[config.mk]
export PLATFORM = sky130hd
export DESIGN_NAME = cavlc_mb_scheduler
export DESIGN_NICKNAME = d
export VERILOG_FILES = /design/src/rtl/cavlc_mb_scheduler.sv
export SDC_FILE = /design/constraint.sdc
export NUM_CORES = 2
export LEC_CHECK = 0
export BUFFER_PORTS_ARGS = -buffer_cell sky130_fd_sc_hd__buf_2
export CAP_MARGIN = 20
export CORE_AREA = 2 2 364 726
export DETAILED_ROUTE_END_ITERATION = 10
export DIE_AREA = 0 0 366 728
export GPL_ROUTABILITY_DRIVEN = 0
export SYNTH_ARGS = -nofsm -noshare
export SYNTH_HDL_FRONTEND = slang
export SYNTH_SLANG_ARGS = --single-unit
[constraint.sdc]
create_clock -name clk -period 6.61 [get_ports clk]
set_input_delay 0.3305 -clock clk [delete_from_list [all_inputs] [get_ports clk]]
set_output_delay 0.3305 -clock clk [all_outputs]
set_load 0.05 [all_outputs]
[src/rtl/cavlc_mb_scheduler.sv]
// cavlc_mb_scheduler
//
// Walks one 16x16 luma macroblock through a single-slot CAVLC coefficient
// counter, one 4x4 block at a time. Blocks are issued in 8x8-quadrant / Z order.
// For each block the scheduler drives the top-left pixel coordinate and the nC
// context, then captures the block's total-coefficient count. nC is predicted
// from the left (nA) and upper (nB) neighbour counts. Those counts come from
// the current MB, from the previous MB's right column, or from a line buffer
// that holds the bottom row of the MB row above.
//
// Optional feature macro: CAVLC_SCHED_STAT_EN adds per-MB statistics outputs.
//
// Parameters
//   MB_W_MAX        maximum picture width in MBs (line buffer = 4*MB_W_MAX x 5b)
// Ports
//   clk, rst_n      clock (rising edge), asynchronous active-low reset
//   mb_start        one-cycle MB request, sampled only in IDLE
//   mb_x, mb_y      MB column / row, sampled with mb_start
//   pic_w_mb        picture width in MBs (static per frame)
//   mb_busy         high while an MB is in flight (through MB_DONE)
//   mb_done         one-cycle pulse after block 15's count is captured
//   blk_valid       one-cycle issue pulse to the counter
//   blk_idx         current block index 0..15 (coefficient buffer select)
//   topleft_x/y     top-left pixel coordinate of the current block
//   nc              nC context of the current block
//   cnt_ready       counter idle / released by the encoder
//   cnt_valid       counter result valid
//   total_coeff_cnt counter result 0..16
//   nz_blk_cnt      [STAT] blocks with a nonzero count in the last MB
//   mb_cycles       [STAT] saturating cycle count from mb_start to mb_done

module cavlc_mb_scheduler #(
  parameter int MB_W_MAX = 120
) (
  input  logic       clk,
  input  logic       rst_n,
  input  logic       mb_start,
  input  logic [6:0] mb_x,
  input  logic [6:0] mb_y,
  input  logic [6:0] pic_w_mb,
  output logic       mb_busy,
  output logic       mb_done,
  output logic       blk_valid,
  output logic [3:0] blk_idx,
  output logic [9:0] topleft_x,
  output logic [9:0] topleft_y,
  output logic [4:0] nc,
  input  logic       cnt_ready,
  input  logic       cnt_valid,
  input  logic [4:0] total_coeff_cnt
`ifdef CAVLC_SCHED_STAT_EN
  ,
  output logic [4:0]  nz_blk_cnt,
  output logic [15:0] mb_cycles
`endif
);

  localparam int TOP_DEPTH = 4 * MB_W_MAX;
  localparam int TOP_AW    = (TOP_DEPTH > 1) ? $clog2(TOP_DEPTH) : 1;
  // mb_x is 7 bits, so any limit above 128 behaves like 128.
  localparam logic [7:0] MB_W_LIM = 8'((MB_W_MAX > 128) ? 128 : MB_W_MAX);

  typedef enum logic [2:0] {
    S_IDLE,
    S_ISSUE,
    S_WAIT_CNT,
    S_WAIT_REL,
    S_MB_DONE
  } state_t;

  state_t state, state_nxt;

  logic [6:0] mb_x_r, mb_y_r;
  logic [4:0] cur      [16];        // current MB counts, index {by, bx}
  logic [4:0] left     [4];         // previous MB column 3, index by
  logic [4:0] top_mem  [TOP_DEPTH]; // row 3 of the MB row above

  // Block geometry of the block currently issued (for the capture write).
  logic [1:0] cur_bx, cur_by;
  assign cur_bx = {blk_idx[2], blk_idx[0]};
  assign cur_by = {blk_idx[3], blk_idx[1]};

  logic start_ok, rel_ok, load_blk;
  assign start_ok = (state == S_IDLE) && mb_start;
  // A simultaneous cnt_valid wins over cnt_ready, so release needs !cnt_valid.
  assign rel_ok   = (state == S_WAIT_REL) && cnt_ready && !cnt_valid;
  assign load_blk = start_ok || (rel_ok && (blk_idx != 4'd15));

  // ---------------------------------------------------------------------------
  // FSM next state and control outputs
  // ---------------------------------------------------------------------------
  always_comb begin
    // NOTE: every always_comb output gets a default first so no path infers a latch.
    state_nxt = state;
    blk_valid = 1'b0;
    mb_done   = 1'b0;
    mb_busy   = (state != S_IDLE);
    unique case (state)
      S_IDLE:     if (mb_start) state_nxt = S_ISSUE;
      S_ISSUE: begin
        if (cnt_ready) begin
          blk_valid = 1'b1;
          state_nxt = S_WAIT_CNT;
        end
      end
      S_WAIT_CNT: if (cnt_valid) state_nxt = S_WAIT_REL;
      S_WAIT_REL: begin
        if (cnt_ready && !cnt_valid)
          state_nxt = (blk_idx == 4'd15) ? S_MB_DONE : S_ISSUE;
      end
      S_MB_DONE: begin
        mb_done   = 1'b1;
        state_nxt = S_IDLE;
      end
      default:    state_nxt = S_IDLE;
    endcase
  end

  // ---------------------------------------------------------------------------
  // Context of the block about to be issued: computed one edge ahead so that
  // nc/topleft are registered on ISSUE entry. The count of the block just
  // finished is already in cur, because capture precedes the WAIT_REL exit.
  // ---------------------------------------------------------------------------
  logic [3:0]        nxt_idx;
  logic [6:0]        ctx_x, ctx_y;
  logic [1:0]        nbx, nby, nbx_m1, nby_m1;
  logic              a_ok, b_ok, top_in_range;
  logic [4:0]        a_val, b_val, top_rd, nc_nxt;
  logic [5:0]        ab_sum;
  logic [TOP_AW-1:0] top_rd_addr;

  always_comb begin
    nxt_idx     = start_ok ? 4'd0 : (blk_idx + 4'd1);
    ctx_x       = start_ok ? mb_x : mb_x_r;
    ctx_y       = start_ok ? mb_y : mb_y_r;
    nbx         = {nxt_idx[2], nxt_idx[0]};
    nby         = {nxt_idx[3], nxt_idx[1]};
    nbx_m1      = nbx - 2'd1;
    nby_m1      = nby - 2'd1;
    top_in_range = ({1'b0, ctx_x} < MB_W_LIM);
    top_rd_addr = TOP_AW'({ctx_x, nbx});
    top_rd      = top_in_range ? top_mem[top_rd_addr] : 5'd0;

    a_ok  = (nbx != 2'd0) || (ctx_x != 7'd0);
    a_val = (nbx != 2'd0) ? cur[{nby, nbx_m1}] : left[nby];
    b_ok  = (nby != 2'd0) || (ctx_y != 7'd0);
    b_val = (nby != 2'd0) ? cur[{nby_m1, nbx}] : top_rd;

    ab_sum = {1'b0, a_val} + {1'b0, b_val} + 6'd1;
    if (a_ok && b_ok) nc_nxt = ab_sum[5:1];
    else if (a_ok)    nc_nxt = a_val;
    else if (b_ok)    nc_nxt = b_val;
    else              nc_nxt = 5'd0;
  end

  // ---------------------------------------------------------------------------
  // State, block registers and current-MB count storage
  // ---------------------------------------------------------------------------
  always_ff @(posedge clk or negedge rst_n) begin
    if (!rst_n) begin
      state     <= S_IDLE;
      blk_idx   <= 4'd0;
      topleft_x <= 10'd0;
      topleft_y <= 10'd0;
      nc        <= 5'd0;
      mb_x_r    <= 7'd0;
      mb_y_r    <= 7'd0;
      for (int i = 0; i < 16; i++) cur[i] <= 5'd0;
    end else begin
      // NOTE: sequential state uses non-blocking assignments so every register
      // samples pre-edge values regardless of statement order.
      state <= state_nxt;
      if (start_ok) begin
        mb_x_r <= mb_x;
        mb_y_r <= mb_y;
      end
      if (load_blk) begin
        blk_idx   <= nxt_idx;
        nc        <= nc_nxt;
        topleft_x <= 10'({ctx_x, 4'b0000}) + 10'({nbx, 2'b00});
        topleft_y <= 10'({ctx_y, 4'b0000}) + 10'({nby, 2'b00});
      end
      if ((state == S_WAIT_CNT) && cnt_valid)
        cur[{cur_by, cur_bx}] <= total_coeff_cnt;
    end
  end

  // ---------------------------------------------------------------------------
  // Neighbour storage carried across MBs. Writes past the picture width or the
  // buffer size are dropped; the MB itself still processes normally.
  // ---------------------------------------------------------------------------
  logic top_wr_en;
  assign top_wr_en = (mb_x_r < pic_w_mb) && ({1'b0, mb_x_r} < MB_W_LIM);

  // NOTE: left and the line buffer are deliberately not reset; availability is
  // decided purely by mb_x/mb_y, so stale contents are never consumed.
  always_ff @(posedge clk) begin
    if (state == S_MB_DONE) begin
      for (int r = 0; r < 4; r++) left[r] <= cur[{2'(r), 2'd3}];
      if (top_wr_en)
        for (int c = 0; c < 4; c++) top_mem[TOP_AW'({mb_x_r, 2'(c)})] <= cur[{2'd3, 2'(c)}];
    end
  end

`ifdef CAVLC_SCHED_STAT_EN
  logic [4:0]  nz_run;
  logic [15:0] cyc_run;

  always_ff @(posedge clk or negedge rst_n) begin
    if (!rst_n) begin
      nz_run     <= 5'd0;
      cyc_run    <= 16'd0;
      nz_blk_cnt <= 5'd0;
      mb_cycles  <= 16'd0;
    end else begin
      if (start_ok) begin
        nz_run  <= 5'd0;
        cyc_run <= 16'd1;
      end else if (state != S_IDLE) begin
        if (cyc_run != 16'hFFFF) cyc_run <= cyc_run + 16'd1;
      end
      if ((state == S_WAIT_CNT) && cnt_valid && (total_coeff_cnt != 5'd0))
        nz_run <= nz_run + 5'd1;
      if (state == S_MB_DONE) begin
        nz_blk_cnt <= nz_run;
        mb_cycles  <= cyc_run;
      end
    end
  end
`endif

endmodule

* After elaboration in Yosys (flattened, before gate mapping) *
Memories as Yosys holds them, arrays and structs flattened.
Index checks and enable logic that the tools add are counted.

operators by class
  add/subtract/negate cells = 7
  order comparisons = 7
  equality and inequality tests = 10
  mux-type cells = 31
  bitwise gates (word level) = 3
  reductions and logical operators = 20

operators by type and width
  cell                                                      count
  bitwise mux 80 bit                                        1
  two-way mux 5 bit                                         11
  binary-select mux 5 bit (select 4 bit)                    2
  adder 10 x 4 -> 10 bit                                    2
  demux 5 bit (select 4 bit)                                1
  greater-or-equal comparator 5 bit, second input constant  3
  two-way mux 3 bit                                         5
  inverter 4 -> 5 bit                                       3
  < comparator 7 bit, second input constant                 2
  two-way mux 7 bit                                         2
  nonzero test 7 bit                                        2
  one-hot mux 3 bit (4 select lines)                        1
  logical AND 1 bit                                         9
  < comparator 7 bit                                        1
  two-way mux 1 bit                                         7
  adder 5 x 5 -> 6 bit                                      1
  adder 6 x 1 -> 6 bit, second input constant               1
  equality test 3 x 2 -> 1 bit, second input constant       2
  inequality test 2 bit, second input constant              3
  < comparator 5 x 1 -> 1 bit, second input constant        1
  adder 4 x 1 -> 4 bit, second input constant               1
  equality test 4 bit, second input constant                1
  two-way mux 4 bit                                         1
  inequality test 4 bit, second input constant              1
  10 further kinds                                          14

storage, ports and cells
  flip-flop bits (word level) = 126
  RAM bits = 2420
  input bits = 31
  output and inout port bits = 32
  logic and storage cells = 103
  memories kept = 2

memory list
  memory   depth  bits a word  read ports  clocked after Yosys merged registers in  wr ports  line  text
  top_mem  480    5            1           0                                        4         76    logic [4:0] top_mem [TOP_DEPTH];
  left     4      5            1           0                                        4         75    logic [4:0] left [4];

* Longest topological paths before layout *
  depth in word-level cells = 12
  gate-level depth with buffers = 28
  gate-level depth less buffers = 23

* Worst setup path before layout *
Ideal clock, no wire load.

  kind = register to register
  start = reg state[1]
  end = mem top_mem[380][0] (enable)
  setup time = 397 ps
  arrival time = 5071 ps
  required time = 6213 ps
  slack = 1142 ps
  stages on the path, launching flop included = 9
  buffers on the path = 2
  clock period less this slack = 5468 ps
  path through = dfrtp_1 > buf_4 > nor3b_1 > nand2_1 > a211oi_1 > and2_1 > nand3_1 > clkbuf_1 > nor2_1

RTL lines
  what                      line  text
  start: declaration        71    state_t state, state_nxt;
  start signal: assignment  172   state <= state_nxt;
  end: declaration          76

* Worst setup path after layout *
  start = reg state[1]
  end = reg nc[3]

on the way
  cells in the longest elaborated chain, start to end = 12
  elaborated cells between the ends (all ways) = 38
  those cells by class = add/sub (4); order compare (1); eq/ne (1); mux (15); bitwise (2); reduce/logical (13); memory (2)

ends and longest elaborated chain
  what                                                                           line  text
  parallel branches: the longest is 12 deep, another holds adder 5 x 5 -> 6 bit  -
  end signal: assignment                                                         179   nc <= nc_nxt;
  end: declaration                                                               47    output logic [4:0] nc,

Several ways; the timed one is not identified. The select of a mux whose other input is x is not followed.
A chain may end at the register's enable or synchronous reset.

==> results.ini <==
[worst_setup_path]
r2r_start = state[1]
crit_arrival_ns = 7.15
path_cells = nor4b_4 -> buf_12 -> nor2_4 -> buf_4 -> and3_1 -> a311oi_1 -> a311oi_1 -> a311oi_1 -> o31ai_1 -> a2111oi_0 -> buf_4 -> a311o_1 -> a21o_1 -> inv_1 -> fa_1 -> inv_1 -> a21o_1 -> a21oi_1 -> xor2_1 -> nor2_1 -> a21oi_1 -> o221ai_1 -> o21a_1
path_common_cell = a311oi_1
cpPeakStageDelay_ns = 0.95
critical_path_buf_inv_count = 5
cp_max_fo = 43
cp-end-kind = flip-flop
path_class = reg2reg
critical_path.top_delay_family = compound AO/OA/AOI/OAI gates
worst_setup_path_start_kind = flip-flop
crit_path_top_delay_cell = o31ai_1
worst_ep_required_time_ns = 7.38
cp-startpoint = state[1]

[timing]
maxSlewHeadroom = 0.130
finalSetupViolCount = 0
fin_crit_sh = 0.965
max_freq_mhz = 157
slew_viol_final = 0
clock_skew_ns = 0.0497
worst_pin_slew_ns = 1.30
hold_viol = 0
rsz0062_at_grt = false
min_period_ns = 6.38
finalSetupTns_ns = 0

[synth]
yosysSeqAreaShare = 0.728
syn_avg_cell_area_um2 = 14.2
synth_cells = 7339
synthArstFlopShare = 0.0465
ys_seq_elements = 2538
synth_ff_type = edfxtp_1
synth_warnings = 0
synth.top_cell.area_share = 0.700
synth_edf_count = 2420
synth_cell_types = 96
synth.area.top_cells = edfxtp_1 (70%), nand2_1 (4.9%), dfrtp_1 (2.8%)
synth_top_cell_by_area = edfxtp_1
mappedNetlistArea_um2 = 104000

[detailed_routing]
wirelength_mm = 368
first_pass_iters = 8
num_vias = 70477
via_per_inst = 6.28
avgRoutedWirePerCell_um = 32.8
postRouteAntennaNets = 0
drc = 0
drt_iter0_drc = 9241

[power]
p_per_area_nw_per_um2 = 438
p_leak_nw = 42.6
peakVddDrop_v = 0.000362

[clock_network]
cts_buffer_depth = 4
clk_pin_slew_ns = 0.07
cts_tree = yes
htree_levels = 4
worstSkewPairLatency_ns = 0.89
cts_setup_buffers = 0
root_buffer = clkbuf_16
numCtsBuffers = 209
cts.sinks = 2538

[floorplan]
die_x_um = 366
rows = 265
ios = 63
die_area_um2 = 266000
die_y_um = 728
initial_core_util = 0.399
core_area_um2 = 261000

[cells_and_area]
nets = 7615
drive_gt1_frac = 0.161
regArea_um2 = 75700
area_delta_synth_final_pct = 13.9
multi_input_area_um2 = 26000
final_design_area_no_fill_um2 = 118000
n_fill_cell = 22848

[grt]
antenna_found_initial = 17
gr-total-overflow = 0
grt_first_pass_wirelength_mm = 514
grt_max_degree = 128
grt_pass1_vias = 69372
grt_usage = 0.268

[flow_run]
cap_violations = 0

[outcome]
outcome = finished clean

[worst_hold_path]
holdCritStartpoint = mb_start
min_path_type = in2reg

[placement]
io_buffers = 58
hpwl_mm = 225
place_area_um2 = 111000

## where the power goes
part	total (mW)	internal (mW)	switching [mW]
sequential	18.0	17.7	0.321
combinational	21.0	6.20	14.8
clock	12.9	6.99	5.86
total	51.8	30.8	21.0
## final cells by class
| type | count | area share |
|---|---|---|
| flip-flops and latches | 2538 | 0.640 |
| multi-input cells | 4217 | 0.219 |
| clock buffers | 257 | 0.0473 |
| repair buffers | 571 | 0.0448 |
| well taps | 3471 | 0.0367 |
| clock inverters | 121 | 0.0106 |
| inverters | 33 | 0.00131 |
| diodes | 12 | 0.000254 |
## synthesized netlist by cell type (12+ instances only)
cell type	n
nand3_1	369
o221ai_1	39
a22o_1	57
buf_2	302
clkbuf_1	156
and3_1	153
a211o_1	14
a311oi_1	206
o311ai_0	14
mux2_2	169
a211oi_1	104
o21ai_0	235
nor4_1	25
edfxtp_1	2420
and2_1	30
a32oi_1	14
a221oi_1	92
inv_1	28
buf_1	60
nor3_1	63
a311o_1	32
a2111oi_0	23
a31oi_1	97
buf_4	30
a22oi_1	70
dfrtp_1	118
o22ai_1	105
o211ai_1	33
a21oi_1	252
nor2b_1	40
nand2_1	1344
nor2_1	221
o21bai_1	12
nand4_1	18
mux4_2	46
o31ai_1	12
a221o_1	14
mux2i_1	147
ha_1	13
## worst reg2reg max path, delay by kind of cell, from the launching register on
family	cells	cell delay (ns)
adders and majority gates	1	0.21
xor gates and xnor gates	1	0.19
DFF	1	0.57
and+or+nand+nor	4	0.99
buffers and inverters	5	1.20
AOI/OAI and AO/OA	12	3.10
## registers in the layout, summed over array words and instances, names as in the netlist
register / cells
top_mem: 2400
cur: 80
left: 20
mb_x_r: 7
mb_y_r: 7
topleft_y: 7
topleft_x: 6
nc: 5
blk_idx: 3
state: 3
## final timing paths
kind / slack [ns] / end / cells after the start
worst max-delay path: 0.23 / nc[3] / 23
worst min-delay path: 0.03 / topleft_y[3] / 4
worst max register to register: 0.23 / nc[3] / 23
worst min register to register: 0.51 / mb_y_r[6] / 2
max in group asynchronous: 5.45 / cur[4] / 3
min in group asynchronous: 0.05 / cur[74] / 3
## metrics by stage
| step | total power [mW] | utilization | hold slack (ns) | cells | setup WS, ns |
|---|---|---|---|---|---|
| final | 51.8 | 0.454 | 0.0289 | 11220 | 0.233 |
| after global routing | 53.0 | 0.454 | 0.0364 | 11209 | 0.131 |
| after CTS | 51.4 | 0.452 | 0.0175 | 11182 | 0.176 |
| after detailed placement | 38.8 | 0.425 | 0.326 | 10790 | 0.0443 |
| after global placement | 38.7 | 0.424 | 0.320 | 10767 | -0.0323 |
| after floorplan | 29.1 | - | 0.0349 | 7342 | 1.14 |
## routing by layer
metal,track usage,wire length (µm),vias up
met4,0.209,33600,6
met3,0.0414,32100,1237
met5,0,46,-
met2,0.461,182000,4476
li1,-,-,28851
met1,0.295,120000,35907
## what timing repair did
action / CTS / global route
resized for setup: 1 / 3
hold buffers: 14 / 0
endpoints found under the hold margin: 71 / 0
pin swaps: 0 / 0
endpoints found under the setup margin: 1 / 1
## cell usage in the layout, fill, tap and decap left out, types with 58 or more instances in the layout
cell       Yosys  final
buf_2        302     59
nor3_1        63     58
edfxtp_1    2420   2420
nand3_1      369    369
buf_4         30    400
a21oi_1      252    251
a31oi_1       97     97
o22ai_1      105    105
o21ai_0      235    235
a221oi_1      92     92
nor2_1       221    131
and3_1       153    153
a311oi_1     206    203
mux2_2       169    169
a22oi_1       70     70
mux2i_1      147    142
clkbuf_16      0    214
nand2_1     1344   1344
nor2_2         1     88
a211oi_1     104    104
dfrtp_1      118     97
## kinds of logic (layout without fill, tap and decap cells)
kind of cell	count (synthesis)	count (layout)	share of synthesized area
simple gates	2311	2311	0.0968
other cells	1	16	0.0000361
flops	2538	2538	0.728
fa+ha+maj	14	14	0.00176
compound gates	1514	1514	0.103
buf+inv	587	982	0.0264
mux	365	365	0.0429
xor+xnor	9	9	0.000903
Note: power is estimated with default switching activity, not from simulation.
